[src/rtl/pipelined_addsub.sv]
// Pipelined two's-complement adder/subtractor: WIDTH split into STAGES ripple slices,
// with inter-slice carries and skewed operand bits registered, under valid/ready flow control.

module fulladder (
    input  logic a,
    input  logic b,
    input  logic cin,
    output logic s,
    output logic cout
);
    assign s    = a ^ b ^ cin;
    assign cout = (a & b) | (cin & (a ^ b));
endmodule

module addsub_slice #(
    parameter int unsigned SW = 4
) (
    input  logic [SW-1:0] a,
    input  logic [SW-1:0] b,
    input  logic          cin,
    output logic [SW-1:0] s,
    output logic          cout,
    output logic          cmsb
);
    logic [SW:0] c;

    assign c[0] = cin;

    for (genvar i = 0; i < SW; i++) begin : g_fa
        fulladder u_fa (
            .a    (a[i]),
            .b    (b[i]),
            .cin  (c[i]),
            .s    (s[i]),
            .cout (c[i+1])
        );
    end

    assign cout = c[SW];
    // Carry into the slice MSB; only the top slice's value feeds signed overflow.
    assign cmsb = c[SW-1];
endmodule

module pipelined_addsub #(
    parameter int unsigned WIDTH  = 16,
    parameter int unsigned STAGES = 4
) (
    input  logic             clk,
    input  logic             rst_n,
    input  logic             in_valid,
    output logic             in_ready,
    input  logic [WIDTH-1:0] a,
    input  logic [WIDTH-1:0] b,
    input  logic             carry_in,
    input  logic             sub,
    output logic             out_valid,
    input  logic             out_ready,
    output logic [WIDTH-1:0] sum,
    output logic             carry_out,
    output logic             overflow
);
    localparam int unsigned SW = WIDTH / STAGES;

    if (STAGES < 1 || STAGES > WIDTH || (WIDTH % STAGES) != 0) begin : g_param_check
        $error("pipelined_addsub: WIDTH must be a multiple of STAGES, 1 <= STAGES <= WIDTH");
    end

    logic                          adv;
    logic [WIDTH-1:0]              b_eff;
    logic                          c0;

    logic [STAGES-1:0][WIDTH-1:0]  a_q, b_q, s_q, s_d;
    logic [STAGES-1:0]             v_q, c_q;
    logic                          ov_q, ov_d;

    // Per-stage inputs: stage 0 sees the ports, stage k sees register k-1.
    logic [STAGES-1:0][WIDTH-1:0]  pa, pb, ps;
    logic [STAGES-1:0]             pv, pc;
    logic [STAGES-1:0][SW-1:0]     ss;
    logic [STAGES-1:0]             sco, scm;

    assign adv   = !v_q[STAGES-1] || out_ready;
    assign b_eff = sub ? ~b : b;
    assign c0    = carry_in ^ sub;

    for (genvar k = 0; k < STAGES; k++) begin : g_stage
        if (k == 0) begin : g_first
            assign pa[k] = a;
            assign pb[k] = b_eff;
            assign ps[k] = '0;
            assign pv[k] = in_valid;
            assign pc[k] = c0;
        end else begin : g_next
            assign pa[k] = a_q[k-1];
            assign pb[k] = b_q[k-1];
            assign ps[k] = s_q[k-1];
            assign pv[k] = v_q[k-1];
            assign pc[k] = c_q[k-1];
        end

        addsub_slice #(.SW(SW)) u_slice (
            .a    (pa[k][k*SW +: SW]),
            .b    (pb[k][k*SW +: SW]),
            .cin  (pc[k]),
            .s    (ss[k]),
            .cout (sco[k]),
            .cmsb (scm[k])
        );
    end

    always_comb begin
        s_d = ps;
        for (int unsigned k = 0; k < STAGES; k++) begin
            s_d[k][k*SW +: SW] = ss[k];
        end
        ov_d = sco[STAGES-1] ^ scm[STAGES-1];
    end

    // One global advance: a stall freezes every stage, valid bits included.
    always_ff @(posedge clk or negedge rst_n) begin
        if (!rst_n) begin
            v_q  <= '0;
            a_q  <= '0;
            b_q  <= '0;
            s_q  <= '0;
            c_q  <= '0;
            ov_q <= 1'b0;
        end else if (adv) begin
            v_q  <= pv;
            a_q  <= pa;
            b_q  <= pb;
            s_q  <= s_d;
            c_q  <= sco;
            ov_q <= ov_d;
        end
    end

    // Already-consumed low operand slices and lower-slice MSB carries are not needed.
    logic unused_bits;
    assign unused_bits = ^{pa, pb, a_q, b_q, scm};

    assign in_ready  = adv;
    assign out_valid = v_q[STAGES-1];
    assign sum       = s_q[STAGES-1];
    assign carry_out = c_q[STAGES-1];
    assign overflow  = ov_q;
endmodule
[config.mk]
export PLATFORM = sky130hd
export DESIGN_NAME = pipelined_addsub
export DESIGN_NICKNAME = d
export VERILOG_FILES = /design/src/rtl/pipelined_addsub.sv
export SDC_FILE = /design/constraint.sdc
export NUM_CORES = 1
export LEC_CHECK = 0
export BUFFER_PORTS_ARGS = -buffer_cell sky130_fd_sc_hd__buf_2
export CAP_MARGIN = 0
export CORE_ASPECT_RATIO = 0.5
export CORE_MARGIN = 2
export CORE_UTILIZATION = 60
export DETAILED_ROUTE_END_ITERATION = 6
export GPL_TIMING_DRIVEN = 0
export PLACE_DENSITY = 0.81
export SYNTH_ARGS = -nofsm -noshare
export SYNTH_HDL_FRONTEND = slang
export SYNTH_SLANG_ARGS = --single-unit
[constraint.sdc]
create_clock -name clk -period 4 [get_ports clk]
set_input_delay 0.2 -clock clk [delete_from_list [all_inputs] [get_ports clk]]
set_output_delay 0.2 -clock clk [all_outputs]
set_load 0.05 [all_outputs]
## Word-level counts from Yosys, hierarchy flattened

Index checks and enable logic that the tools add are counted.

| storage, ports and cells | value |
|---|---|
| register bits | 145 |

| operators by class | value |
|---|---|
| bitwise gates (word level) | 83 |
| multiplexer cells | 1 |
| reductions and logical operators | 2 |

Operators by type and width:

| kind | number |
|---|---|
| 1-bit XOR | 34 |
| 1-bit bitwise AND | 32 |
| 16-bit 2-to-1 mux | 1 |
| 16-bit inverter | 1 |
| 1-bit bitwise OR | 16 |
| 1-bit zero test | 1 |
| 1-bit logical OR | 1 |

## Logic depth before layout (Yosys ltp)

Gate-level depths: netlist (run 1).

| logic depth | value |
|---|---|
| depth after elaboration | 11 |
| depth in mapped cells | 9 |

## Hierarchy

A second synthesis (run 1) with hierarchy kept.

| second synthesis, totals | value |
|---|---|
| cell total of the unflattened synthesis | 242 |
| area total of the unflattened synthesis | 4,166.5 µm² |

Modules (own cells, without submodules):

| module | area each (µm²) | cells an instance | times used |
|---|---|---|---|
| pipelined_addsub | 3,846.2 | 226 | 1 |
| fulladder | 20.0 | 1 | 16 |

## Worst setup path after synthesis (run 1)

OpenSTA, ideal clock, no wires.

| path | value |
|---|---|
| path type | input port to flip-flop |
| start point | input port sub |
| end point | register s_q (netlist bit ps[19]) |
| stages | 9 |
| path slack | 1.311 ns |
| data arrival time | 2.564 ns |
| path through | buf_2 buf_4 xnor2_1 fa_1 fa_1 fa_1 inv_1 fa_1 mux2_2 |

| on the way | value |
|---|---|
| word-level cells in the longest chain between the ends | 9 |
| elaborated cells between the ends (all ways) | 16 |
| those cells by class | mux (1); bitwise (15) |

RTL lines:

| what | line | RTL |
|---|---|---|
| from (decl) | 55 | `input logic sub,` |
| 16-bit 2-to-1 mux | 83 | `assign b_eff = sub ? ~b : b;` |
| 1-bit XOR | 12 | `assign cout = (a & b) \| (cin & (a ^ b));` |
| 1-bit bitwise AND | 12 |  |
| 1-bit bitwise OR | 12 |  |
| 1-bit bitwise AND | 12 |  |
| 1-bit bitwise OR | 12 |  |
| 1-bit bitwise AND | 12 |  |
| 1-bit bitwise OR | 12 |  |
| 1-bit XOR (*) | 11 | `assign s = a ^ b ^ cin;` |
| net g_stage[0].u_slice.g_fa[3].u_fa.s | 8 | `output logic s,` |
| to (signal assigned) | 125 | `s_q <= '0;` |
| to (signal assigned) | 132 | `s_q <= s_d;` |
| to (decl) | 72 | `logic [STAGES-1:0][WIDTH-1:0] a_q, b_q, s_q, s_d;` |

Mark *: on every way through the listed nets, which the timed path passes. The rest lies on a longest branch.
A chain may end at the register's enable or synchronous reset.

## Worst setup path after layout (run 1)

Ends and elaborated chain as after synthesis.

==> summary.log, run 1 <==
[run_status] run status finished, final reports clean
[global_route] aggregate global routing overflow 0
[power] maximum VDD drop 454 µV
[sta] setup TNS after final layout 0 ns
[setup_path] worst reg2reg path endpoint overflow
[power] switching power as a share of total power 35.9%
[yosys] register bit count reported by yosys 97
[cells_and_area] net total in the final layout 403
[setup_path] Worst Setup Path Type primary input to register
[worst_hold_path] Worst Hold Path EP a_q[10]
[cells_and_area] area growth from synthesis to final layout 17.4%
[yosys] largest cells by area after synthesis sky130_fd_sc_hd__dfrtp_1, sky130_fd_sc_hd__mux2_2, sky130_fd_sc_hd__fa_1
[floorplanning] area of the die 7820 µm²
[cells_and_area] number of antenna diodes 0
[power] switching power total 1.52 mW
[sta] slew margin rel. 64.6%
[cells_and_area] sequential cell area in the final layout 2430 µm²
[yosys] share of the synthesized area in the top cell type 57.0%
[cells_and_area] final non-filler cell area 5000 µm²
[place] post-place instance area 4680 µm²
[sta] smallest hold slack 0.0844 ns
[yosys] Synth Instances 280
[yosys] cell taking the most area after synthesis sky130_fd_sc_hd__dfrtp_1
[clocking] clock latency at the later pin of the worst-skew pair 0.35 ns
[cells_and_area] layout cell share with drive strength beyond 1 50.3%
[power] relative contribution of sequential cells to total power 39.4%
[detailed_routing] total number of vias 2319
[global_route] via count of the first global-routing pass 2525
[cells_and_area] share of the core filled with cells in the final layout 73.7%
[clocking] clock sink total 97
[setup_path] CP arrival 2.80 ns
[setup_path] logic depth of the worst register-to-register path 9
[global_route] initial antenna violation count 0
[detailed_routing] vias per std cell 5.20
[clocking] H-tree depth 3
[worst_hold_path] type of the most critical hold path primary input to register
[worst_hold_path] Hold Path Cell Cnt 2
[setup_path] setup slack of the worst register-to-register path 1.62 ns
[floorplanning] area of the core 6780 µm²
[run] max-cap violation count 0
[place] number of buffer cells added on primary ports 56
[floorplanning] Die Span X 123 µm
[clocking] number of buffers created by CTS 9
[place] DP Wirelength 5320 µm
[setup_path] worst reg2reg path startpoint b_q[44]
[yosys] Mapped Area 4260 µm²
[power] combinational power share 39.9%
[power] P per Cell Area 845 nW/µm²
[power] clock share of power 20.6%
[setup_path] maximum net fanout on the critical path 10
[detailed_routing] drt initial violations 132
[floorplanning] Vert. Die Dim 63.6 µm
[detailed_routing] routed wirelength normalized by instance count 16.7 µm
[cells_and_area] non-filler instance count after layout 446
[detailed_routing] post-detailed-routing wire length 7450 µm
[yosys] Warnings, synthesis 0
[clocking] Root Driver sky130_fd_sc_hd__clkbuf_16
[sta] max-slew violation total from the final report 0
[cells_and_area] area occupied by multi-input gates 1630 µm²
[sta] number of hold violations in the final report 0
[yosys] Yosys cell types 17
[sta] # setup viols final 0
[sta] Worst Clk Skew 0.00512 ns
[place] GPL Wtd Cong 0.761
[cells_and_area] fill cell total of the finished layout 453
[floorplanning] number of rows created at floorplan 21
[detailed_routing] remaining antenna violation count 0
[place] count of placed standard cells including taps 429
[yosys] syn nets 334
[yosys] Seq/Total Area, Yosys 57.0%
[floorplanning] Initial Utilization 62.8%
[detailed_routing] Initial DRT Pass Iterations 4
[sta] shortest period the worst path allows 2.57 ns
[clocking] maximum number of buffers from clock root to sink 2
[setup_path] Setup crit end kind register
[global_route] Total Routing Usage GR 22.3%
[setup_path] critical path data required time 4.23 ns
[sta] achievable clock frequency 389 MHz
[clocking] buffers inserted by post-CTS timing repair 0
[sta] Tightest Pin Transition 0.530 ns
[sta] final critical-path share of the clock period 64.3%
[global_route] maximum number of pins on one net before global-route repair 72
[setup_path] kind of start point of the critical path primary input
[clocking] CTS tree yes
[power] cell internal power dissipation 2.71 mW
[yosys] synthesized area per cell 15.2 µm²
[floorplanning] ports placed on the boundary 58
[detailed_routing] DRC violation count after routing 0
[power] Leak 2.29 nW
[worst_hold_path] beginning of the worst hold path a[10]
[global_route] first-pass GRT wire length 12600 µm
[clocking] post-CTS clock slew at the launch and capture registers of the worst setup and hold paths 0.06 ns
[sta] setup repair after global routing missed its margin false
state kept, by name, indices dropped and copies added (netlist names):
register and count:
overflow 1, v_q 4, ps 24, b_q 24, c_q 4, a_q 24
sum 16
kinds of logic after synthesis:
| family | after synthesis | synth area share [%] |
|---|---|---|
| buffers and inverters | 40 | 4.56 |
| AOI/OAI and AO/OA | 11 | 2.09 |
| and+or+nand+nor | 13 | 2.41 |
| muxes | 85 | 22.7 |
| DFF | 97 | 57.0 |
| xor gates and xnor gates | 18 | 3.70 |
| adders and majority gates | 16 | 7.53 |
power by group through the flow:
stage | clock network [mW] | registers (mW) | logic [mW]
3_5_place_dp | 0 | 1.69 | 1.69
6_report | 0.871 | 1.66 | 1.69
4_1_cts | 0.884 | 1.67 | 1.71
3_3_place_gp | 0 | 1.65 | 1.63
2_1_floorplan | 0 | 1.96 | 0.992
5_1_grt | 0.926 | 1.73 | 1.84
layer usage:
layer	GRT usage (%)	vias to the layer above	wire, µm	share of wire [%]
li1	-	1068	-	-
met1	27.8	1210	3320	45
met2	37.2	31	3780	51
met3	7.88	10	254	3.4
met4	6.39	0	95	1.3
met5	0	-	0	0
worst max-delay path by stage:
stage | to | startpoint | cells past startpoint
2_1_floorplan | ps[19] | sub | 9
3_3_place_gp | ps[19] | sub | 9
3_5_place_dp | ps[19] | sub | 9
4_1_cts | ps[19] | sub | 9
5_1_grt | ps[19] | sub | 9
6_report | ps[19] | sub | 9
synth_stat cells:
cell type and number:
sky130_fd_sc_hd__buf_2 8, sky130_fd_sc_hd__nor3b_1 11, sky130_fd_sc_hd__buf_4 1, sky130_fd_sc_hd__nand2b_1 1, sky130_fd_sc_hd__fa_1 16, sky130_fd_sc_hd__a21oi_1 2
sky130_fd_sc_hd__nand2b_4 1, sky130_fd_sc_hd__xor2_1 11, sky130_fd_sc_hd__a21oi_2 9, sky130_fd_sc_hd__clkbuf_1 2, sky130_fd_sc_hd__inv_1 25, sky130_fd_sc_hd__buf_6 4
sky130_fd_sc_hd__mux2i_1 3, sky130_fd_sc_hd__dfrtp_1 97, sky130_fd_sc_hd__mux2_2 79, sky130_fd_sc_hd__mux2_4 3, sky130_fd_sc_hd__xnor2_1 7
final cells by class:
type / count / share of cell area (%)
multi-input cells: 143 / 32.7
clock inverters: 5 / 1.08
flip-flops and latches: 97 / 48.6
clock buffers: 11 / 5.06
well taps: 92 / 2.30
inverters: 25 / 1.88
plain buffers: 15 / 2.00
repair buffers: 58 / 6.41
metrics by stage:
stage / setup WS, ns / total power [mW]
after floorplan: 1.31 / 2.95
after global routing: 1.38 / 4.50
after detailed placement: 1.08 / 3.37
after CTS: 1.44 / 4.26
after global placement: 1.14 / 3.28
final: 1.43 / 4.22
cells in the final DEF, fill, tap and decap left out, types with 2 or more instances in the layout:
cell	instances
sky130_fd_sc_hd__inv_1	25
sky130_fd_sc_hd__buf_6	4
sky130_fd_sc_hd__nor3b_1	11
sky130_fd_sc_hd__clkinv_2	3
sky130_fd_sc_hd__mux2_4	3
sky130_fd_sc_hd__clkbuf_16	9
sky130_fd_sc_hd__mux2_2	79
sky130_fd_sc_hd__buf_4	2
sky130_fd_sc_hd__clkbuf_1	2
sky130_fd_sc_hd__xnor2_1	7
sky130_fd_sc_hd__xor2_1	11
sky130_fd_sc_hd__dfrtp_1	97
sky130_fd_sc_hd__buf_2	63
sky130_fd_sc_hd__a21oi_2	9
sky130_fd_sc_hd__fa_1	16
sky130_fd_sc_hd__mux2i_1	3
sky130_fd_sc_hd__clkbuf_8	2
sky130_fd_sc_hd__a21oi_1	2
worst max-delay path, stage by stage:
cell and delay (ns):
sky130_fd_sc_hd__buf_2 0.25, sky130_fd_sc_hd__buf_4 0.28, sky130_fd_sc_hd__xnor2_1 0.12, sky130_fd_sc_hd__fa_1 0.41, sky130_fd_sc_hd__fa_1 0.40, sky130_fd_sc_hd__fa_1 0.38, sky130_fd_sc_hd__inv_1 0.07, sky130_fd_sc_hd__fa_1 0.40
sky130_fd_sc_hd__mux2_2 0.27
repair_timing:
action / CTS / global route
gates resized for setup: 0 / 0
endpoints found under the hold margin: 26 / 0
hold buffers: 1 / 0
Note: power is estimated with default switching activity, not from simulation.
==> run 2, diff against run 1 <==
Settings changed: CORE_UTILIZATION 60 to 57, PLACE_DENSITY 0.81 to 0.77.
Clock period 4 ns to 2.5 ns, I/O delays scaled along.
==> run 2 against run 1 <==
Compared with the run above: non-clock buffer count is 1 higher; global-route usage shrank 1.5 points; die area grew 5.0%; clock skew fell by 0.0017 ns; core utilization shrank 4.8 points; via count rose by 0.30%; worst setup slack worse by 1.3 ns; clock-buffer cell count up 2; sequential share of layout area fell by 0.097 points; first-iteration DRC count down 23%; register-to-register slack worse by 1.5 ns; wire length is essentially flat; critical path type is now register to register.
==> summary.log, run 2 (synthesis gave the netlist of run 1 again) <==
[sta] Tightest Pin Transition 0.521 ns
[cells_and_area] area growth from synthesis to final layout 17.7%
[clocking] post-CTS clock slew at the launch and capture registers of the worst setup and hold paths 0.06 ns
[clocking] number of resized instances in the post-cts repair step 0
[setup_path] CP arrival 2.58 ns
[global_route] via count of the first global-routing pass 2549
[detailed_routing] Initial DRT Pass Iterations 4
[place] post-place instance area 4700 µm²
[worst_hold_path] type of the most critical hold path primary input to register
[sta] achievable clock frequency 425 MHz
[global_route] Total Routing Usage GR 20.8%
[detailed_routing] vias per std cell 5.16
[clocking] H-tree depth 3
[sta] setup repair after global routing missed its margin false
[detailed_routing] post-detailed-routing wire length 7450 µm
[cells_and_area] number of antenna diodes 0
[floorplanning] area of the die 8210 µm²
[global_route] maximum number of pins on one net before global-route repair 60
[clocking] hold-fix buffers at CTS 2
[clocking] buffers inserted by post-CTS timing repair 0
[floorplanning] Initial Utilization 58.6%
[place] Place WS -0.118 ns
[setup_path] worst reg2reg path endpoint overflow
[setup_path] kind of start point of the critical path register
[global_route] first-pass GRT wire length 12600 µm
[setup_path] maximum net fanout on the critical path 2
[detailed_routing] routed wirelength normalized by instance count 16.5 µm
[cells_and_area] top library cells by usage in the layout, fill and taps aside sky130_fd_sc_hd__dfrtp_1, sky130_fd_sc_hd__mux2_2, sky130_fd_sc_hd__buf_2
[cells_and_area] net total in the final layout 404
[sta] number of hold violations in the final report 0
[global_route] aggregate global routing overflow 0
[sta] shortest period the worst path allows 2.35 ns
[detailed_routing] drt initial violations 102
[setup_path] Setup crit end kind register
[setup_path] critical path data required time 2.73 ns
[detailed_routing] total number of vias 2326
[floorplanning] ports placed on the boundary 58
[place] DP Wirelength 5290 µm
[run_status] run status finished, final reports clean
[detailed_routing] DRC violation count after routing 0
[clocking] clock latency at the later pin of the worst-skew pair 0.34 ns
[worst_hold_path] Hold Path Cell Cnt 2
[cells_and_area] fill cell total of the finished layout 526
[setup_path] worst reg2reg path startpoint b_q[44]
[clocking] maximum number of buffers from clock root to sink 2
[global_route] initial antenna violation count 0
[worst_hold_path] beginning of the worst hold path a[6]
[floorplanning] Vert. Die Dim 65.1 µm
[setup_path] logic depth of the worst register-to-register path 9
[detailed_routing] remaining antenna violation count 0
[place] count of placed standard cells including taps 433
[place] GPL Wtd Cong 0.751
[sta] final critical-path share of the clock period 94.1%
[sta] setup slack of the critical path after layout 0.148 ns
[power] P per Cell Area 1340 nW/µm²
[setup_path] Worst Setup Path Type register to register
[setup_path] setup slack of the worst register-to-register path 0.15 ns
[clocking] clock sink total 97
[power] total power of the final layout 6.70 mW
[run] max-cap violation count 0
[floorplanning] number of rows created at floorplan 22
[cells_and_area] final non-filler cell area 5010 µm²
[worst_hold_path] Worst Hold Path EP a_q[6]
[clocking] Root Driver sky130_fd_sc_hd__clkbuf_16
[cells_and_area] most common library cell in the layout ignoring fill and taps sky130_fd_sc_hd__dfrtp_1
[sta] slew margin rel. 65.3%
[sta] smallest hold slack 0.0148 ns
[cells_and_area] non-filler instance count after layout 451
[place] number of buffer cells added on primary ports 56
[floorplanning] area of the core 7270 µm²
[clocking] CTS tree yes
[sta] # setup viols final 0
[cells_and_area] share of the core filled with cells in the final layout 68.9%
[power] Leak 2.28 nW
[cells_and_area] layout cell share with drive strength beyond 1 49.9%
[sta] max-slew violation total from the final report 0
[power] maximum VDD drop 662 µV
[sta] setup TNS after final layout 0 ns
[clocking] number of buffers created by CTS 9
[sta] Worst Clk Skew 0.00339 ns
[floorplanning] Die Span X 126 µm
## run 2: final cells by class
class                      instances  area, µm²  area share [%]
clock inverter                     3       40.0           0.800
buffer                            15        106            2.12
clock buffer                      13        250            5.00
timing repair buffer              59        330            6.60
tap                               96        120            2.40
multi-input combinational        143       1640            32.7
sequential                        97       2430            48.5
inverter                          25       93.8            1.87
## run 2: worst max path at each step
| stage | startpoint | to | slack (ns) | depth (start not counted) |
|---|---|---|---|---|
| after floorplan | sub | ps[19] | 0.04 | 9 |
| after global placement | sub | ps[19] | -0.05 | 9 |
| after detailed placement | sub | ps[19] | -0.12 | 9 |
| after CTS | b_q[44] | overflow | 0.11 | 9 |
| after global routing | a_q[44] | overflow | 0.03 | 9 |
| final | b_q[44] | overflow | 0.15 | 9 |
## run 2: critical path: stages (launching register included)
cell	delay, ns
sky130_fd_sc_hd__dfrtp_1	0.38
sky130_fd_sc_hd__fa_1	0.17
sky130_fd_sc_hd__inv_1	0.05
sky130_fd_sc_hd__fa_1	0.41
sky130_fd_sc_hd__inv_1	0.08
sky130_fd_sc_hd__fa_1	0.21
sky130_fd_sc_hd__inv_1	0.07
sky130_fd_sc_hd__fa_1	0.47
sky130_fd_sc_hd__xnor2_1	0.14
sky130_fd_sc_hd__mux2_2	0.25
## run 2: power breakdown
part | total, mW | switching, mW | internal [mW]
logic | 2.70 | 1.48 | 1.22
clock network | 1.35 | 0.548 | 0.800
registers | 2.66 | 0.376 | 2.28
total | 6.70 | 2.40 | 4.30
## run 2: per-layer routing
metal | GRT usage [%] | wire length (µm)
met2 | 34.2 | 3710
met4 | 7.28 | 115
met3 | 6.51 | 283
met1 | 26.8 | 3340
met5 | 0 | 0
==> run 3, diff against run 2 <==
Settings changed: CELL_PAD_IN_SITES_DETAIL_PLACEMENT set to 0, CELL_PAD_IN_SITES_GLOBAL_PLACEMENT set to 1, CORE_UTILIZATION 57 to 47, PLACE_DENSITY 0.77 to 0.76.
==> run 3 against run 2 <==
Compared with the run above: total power decreased by 2.0%; non-clock buffer count decreased by 1; sequential share of layout area about the same; largest power group unchanged.
==> summary.log, run 3 (synthesis gave the netlist of run 1 again) <==
[global_route] initial antenna violation count 0
[clocking] CTS tree yes
[run_status] run status finished, final reports clean
[cells_and_area] top library cells by usage in the layout, fill and taps aside sky130_fd_sc_hd__dfrtp_1, sky130_fd_sc_hd__mux2_2, sky130_fd_sc_hd__buf_2
[clocking] H-tree depth 3
[floorplanning] ports placed on the boundary 58
[sta] number of hold violations in the final report 0
[place] count of placed standard cells including taps 454
[setup_path] kind of start point of the critical path register
[floorplanning] Initial Utilization 48.7%
[floorplanning] Vert. Die Dim 71.3 µm
[clocking] post-CTS clock slew at the launch and capture registers of the worst setup and hold paths 0.06 ns
[clocking] clock latency at the later pin of the worst-skew pair 0.34 ns
[detailed_routing] post-detailed-routing wire length 7240 µm
[clocking] clock sink total 97
[global_route] Total Routing Usage GR 16.2%
[place] GPL Wtd Cong 0.713
[detailed_routing] remaining antenna violation count 0
[global_route] maximum number of pins on one net before global-route repair 59
[detailed_routing] vias per std cell 4.80
[run] max-cap violation count 0
[power] maximum VDD drop 639 µV
[worst_hold_path] type of the most critical hold path primary input to register
[floorplanning] area of the die 9880 µm²
[detailed_routing] total number of vias 2261
[floorplanning] Die Span X 139 µm
[sta] shortest period the worst path allows 2.36 ns
[cells_and_area] number of antenna diodes 0
[power] Leak 2.26 nW
[setup_path] CP arrival 2.58 ns
[cells_and_area] net total in the final layout 403
[setup_path] Worst Setup Path Type register to register
[place] DP Wirelength 5160 µm
[power] total power of the final layout 6.57 mW
[clocking] buffers inserted by post-CTS timing repair 0
[global_route] aggregate global routing overflow 0
[cells_and_area] non-filler instance count after layout 471
[sta] final critical-path share of the clock period 94.4%
[sta] Worst Clk Skew 0.00515 ns
[place] number of buffer cells added on primary ports 56
[setup_path] logic depth of the worst register-to-register path 9
[sta] achievable clock frequency 424 MHz
[clocking] maximum number of buffers from clock root to sink 2
[sta] # setup viols final 0
[setup_path] maximum net fanout on the critical path 2
[worst_hold_path] Hold Path Cell Cnt 2
[clocking] number of buffers created by CTS 9
[global_route] via count of the first global-routing pass 2437
[cells_and_area] area growth from synthesis to final layout 17.6%
[global_route] first-pass GRT wire length 12200 µm
[floorplanning] area of the core 8740 µm²
[detailed_routing] DRC violation count after routing 0
[detailed_routing] Initial DRT Pass Iterations 4
[floorplanning] number of rows created at floorplan 24
[power] P per Cell Area 1310 nW/µm²
[clocking] Root Driver sky130_fd_sc_hd__clkbuf_16
[setup_path] Setup crit end kind register
[setup_path] critical path data required time 2.72 ns
[cells_and_area] fill cell total of the finished layout 743
[sta] Tightest Pin Transition 0.546 ns
[detailed_routing] routed wirelength normalized by instance count 15.4 µm
[sta] slew margin rel. 63.6%
[detailed_routing] drt initial violations 79
[cells_and_area] most common library cell in the layout ignoring fill and taps sky130_fd_sc_hd__dfrtp_1
[sta] setup repair after global routing missed its margin false
[cells_and_area] layout cell share with drive strength beyond 1 50.3%
[sta] max-slew violation total from the final report 0
-- run 3: changes by cell type in the layout (fill, tap and decap cells not counted) --
| cell | delta |
|---|---|
| sky130_fd_sc_hd__clkinv_2 | -1 |
| sky130_fd_sc_hd__fa_2 | +1 |
| sky130_fd_sc_hd__clkinv_4 | +2 |
| sky130_fd_sc_hd__bufinv_16 | -1 |
| sky130_fd_sc_hd__dlygate4sd3_1 | -1 |
| sky130_fd_sc_hd__fa_1 | -1 |
| sky130_fd_sc_hd__clkinvlp_4 | +1 |
| sky130_fd_sc_hd__clkbuf_8 | -1 |
-- run 3: power breakdown --
part | internal (mW) | switching (mW)
Clock | 0.677 | 0.559
Sequential | 2.28 | 0.370
Combinational | 1.22 | 1.46
Total | 4.18 | 2.39
-- run 3: per-stage QoR --
step	hold slack, ns	cell area, µm²	util (%)	TNS (ns)	worst slack (ns)
detailed placement	0.137	4720	54.1	-0.0990	-0.0990
floorplan	-0.171	4270	-	0	0.0411
global placement	0.358	4690	53.7	-0.0631	-0.0631
finish	0.0152	5000	57.2	0	0.141
global route	0.00438	5000	57.2	0	0.0251
CTS	0.00583	5000	57.2	0	0.0917
-- run 3: timing repair --
item / in CTS / in global routing
endpoints found under the setup margin: 0 / 1
hold buffers: 1 / 0
endpoints found under the hold margin: 39 / 0
gates resized for setup: 0 / 1
-- run 3: per-layer routing --
layer  global-route usage [%]  up-vias  share of wire, %
met3                     5.21       10               4.4
li1                         -     1064                 -
met4                     4.88        0               1.5
met1                     20.5     1153                46
met5                        0        -                 0
met2                     27.2       34                49
-- run 3: final timing paths --
kind	slack, ns	startpoint	to
max	0.14	a_q[44]	overflow
min	0.02	a[12]	a_q[12]
max reg2reg	0.14	a_q[44]	overflow
min reg2reg	0.50	ps[49]	sum[1]
max in group asynchronous	1.55	rst_n	sum[5]
min in group asynchronous	0.30	rst_n	b_q[28]
-- run 3: area by class of cell --
cell class	instances	area, µm²	area share [%]
clock buffer	12	236	4.73
tap	117	146	2.93
multi-input combinational	143	1640	32.8
clock inverter	4	30.0	0.600
sequential	97	2430	48.5
inverter	25	93.8	1.88
buffer	15	106	2.13
timing repair buffer	58	320	6.40
-- run 3: critical path, stage by stage, from the launching register on --
cell and delay [ns]:
sky130_fd_sc_hd__dfrtp_1 0.40, sky130_fd_sc_hd__fa_1 0.41, sky130_fd_sc_hd__inv_1 0.08, sky130_fd_sc_hd__fa_1 0.17, sky130_fd_sc_hd__inv_1 0.06, sky130_fd_sc_hd__fa_1 0.46, sky130_fd_sc_hd__inv_1 0.10, sky130_fd_sc_hd__fa_2 0.23
sky130_fd_sc_hd__xnor2_1 0.07, sky130_fd_sc_hd__mux2_2 0.26
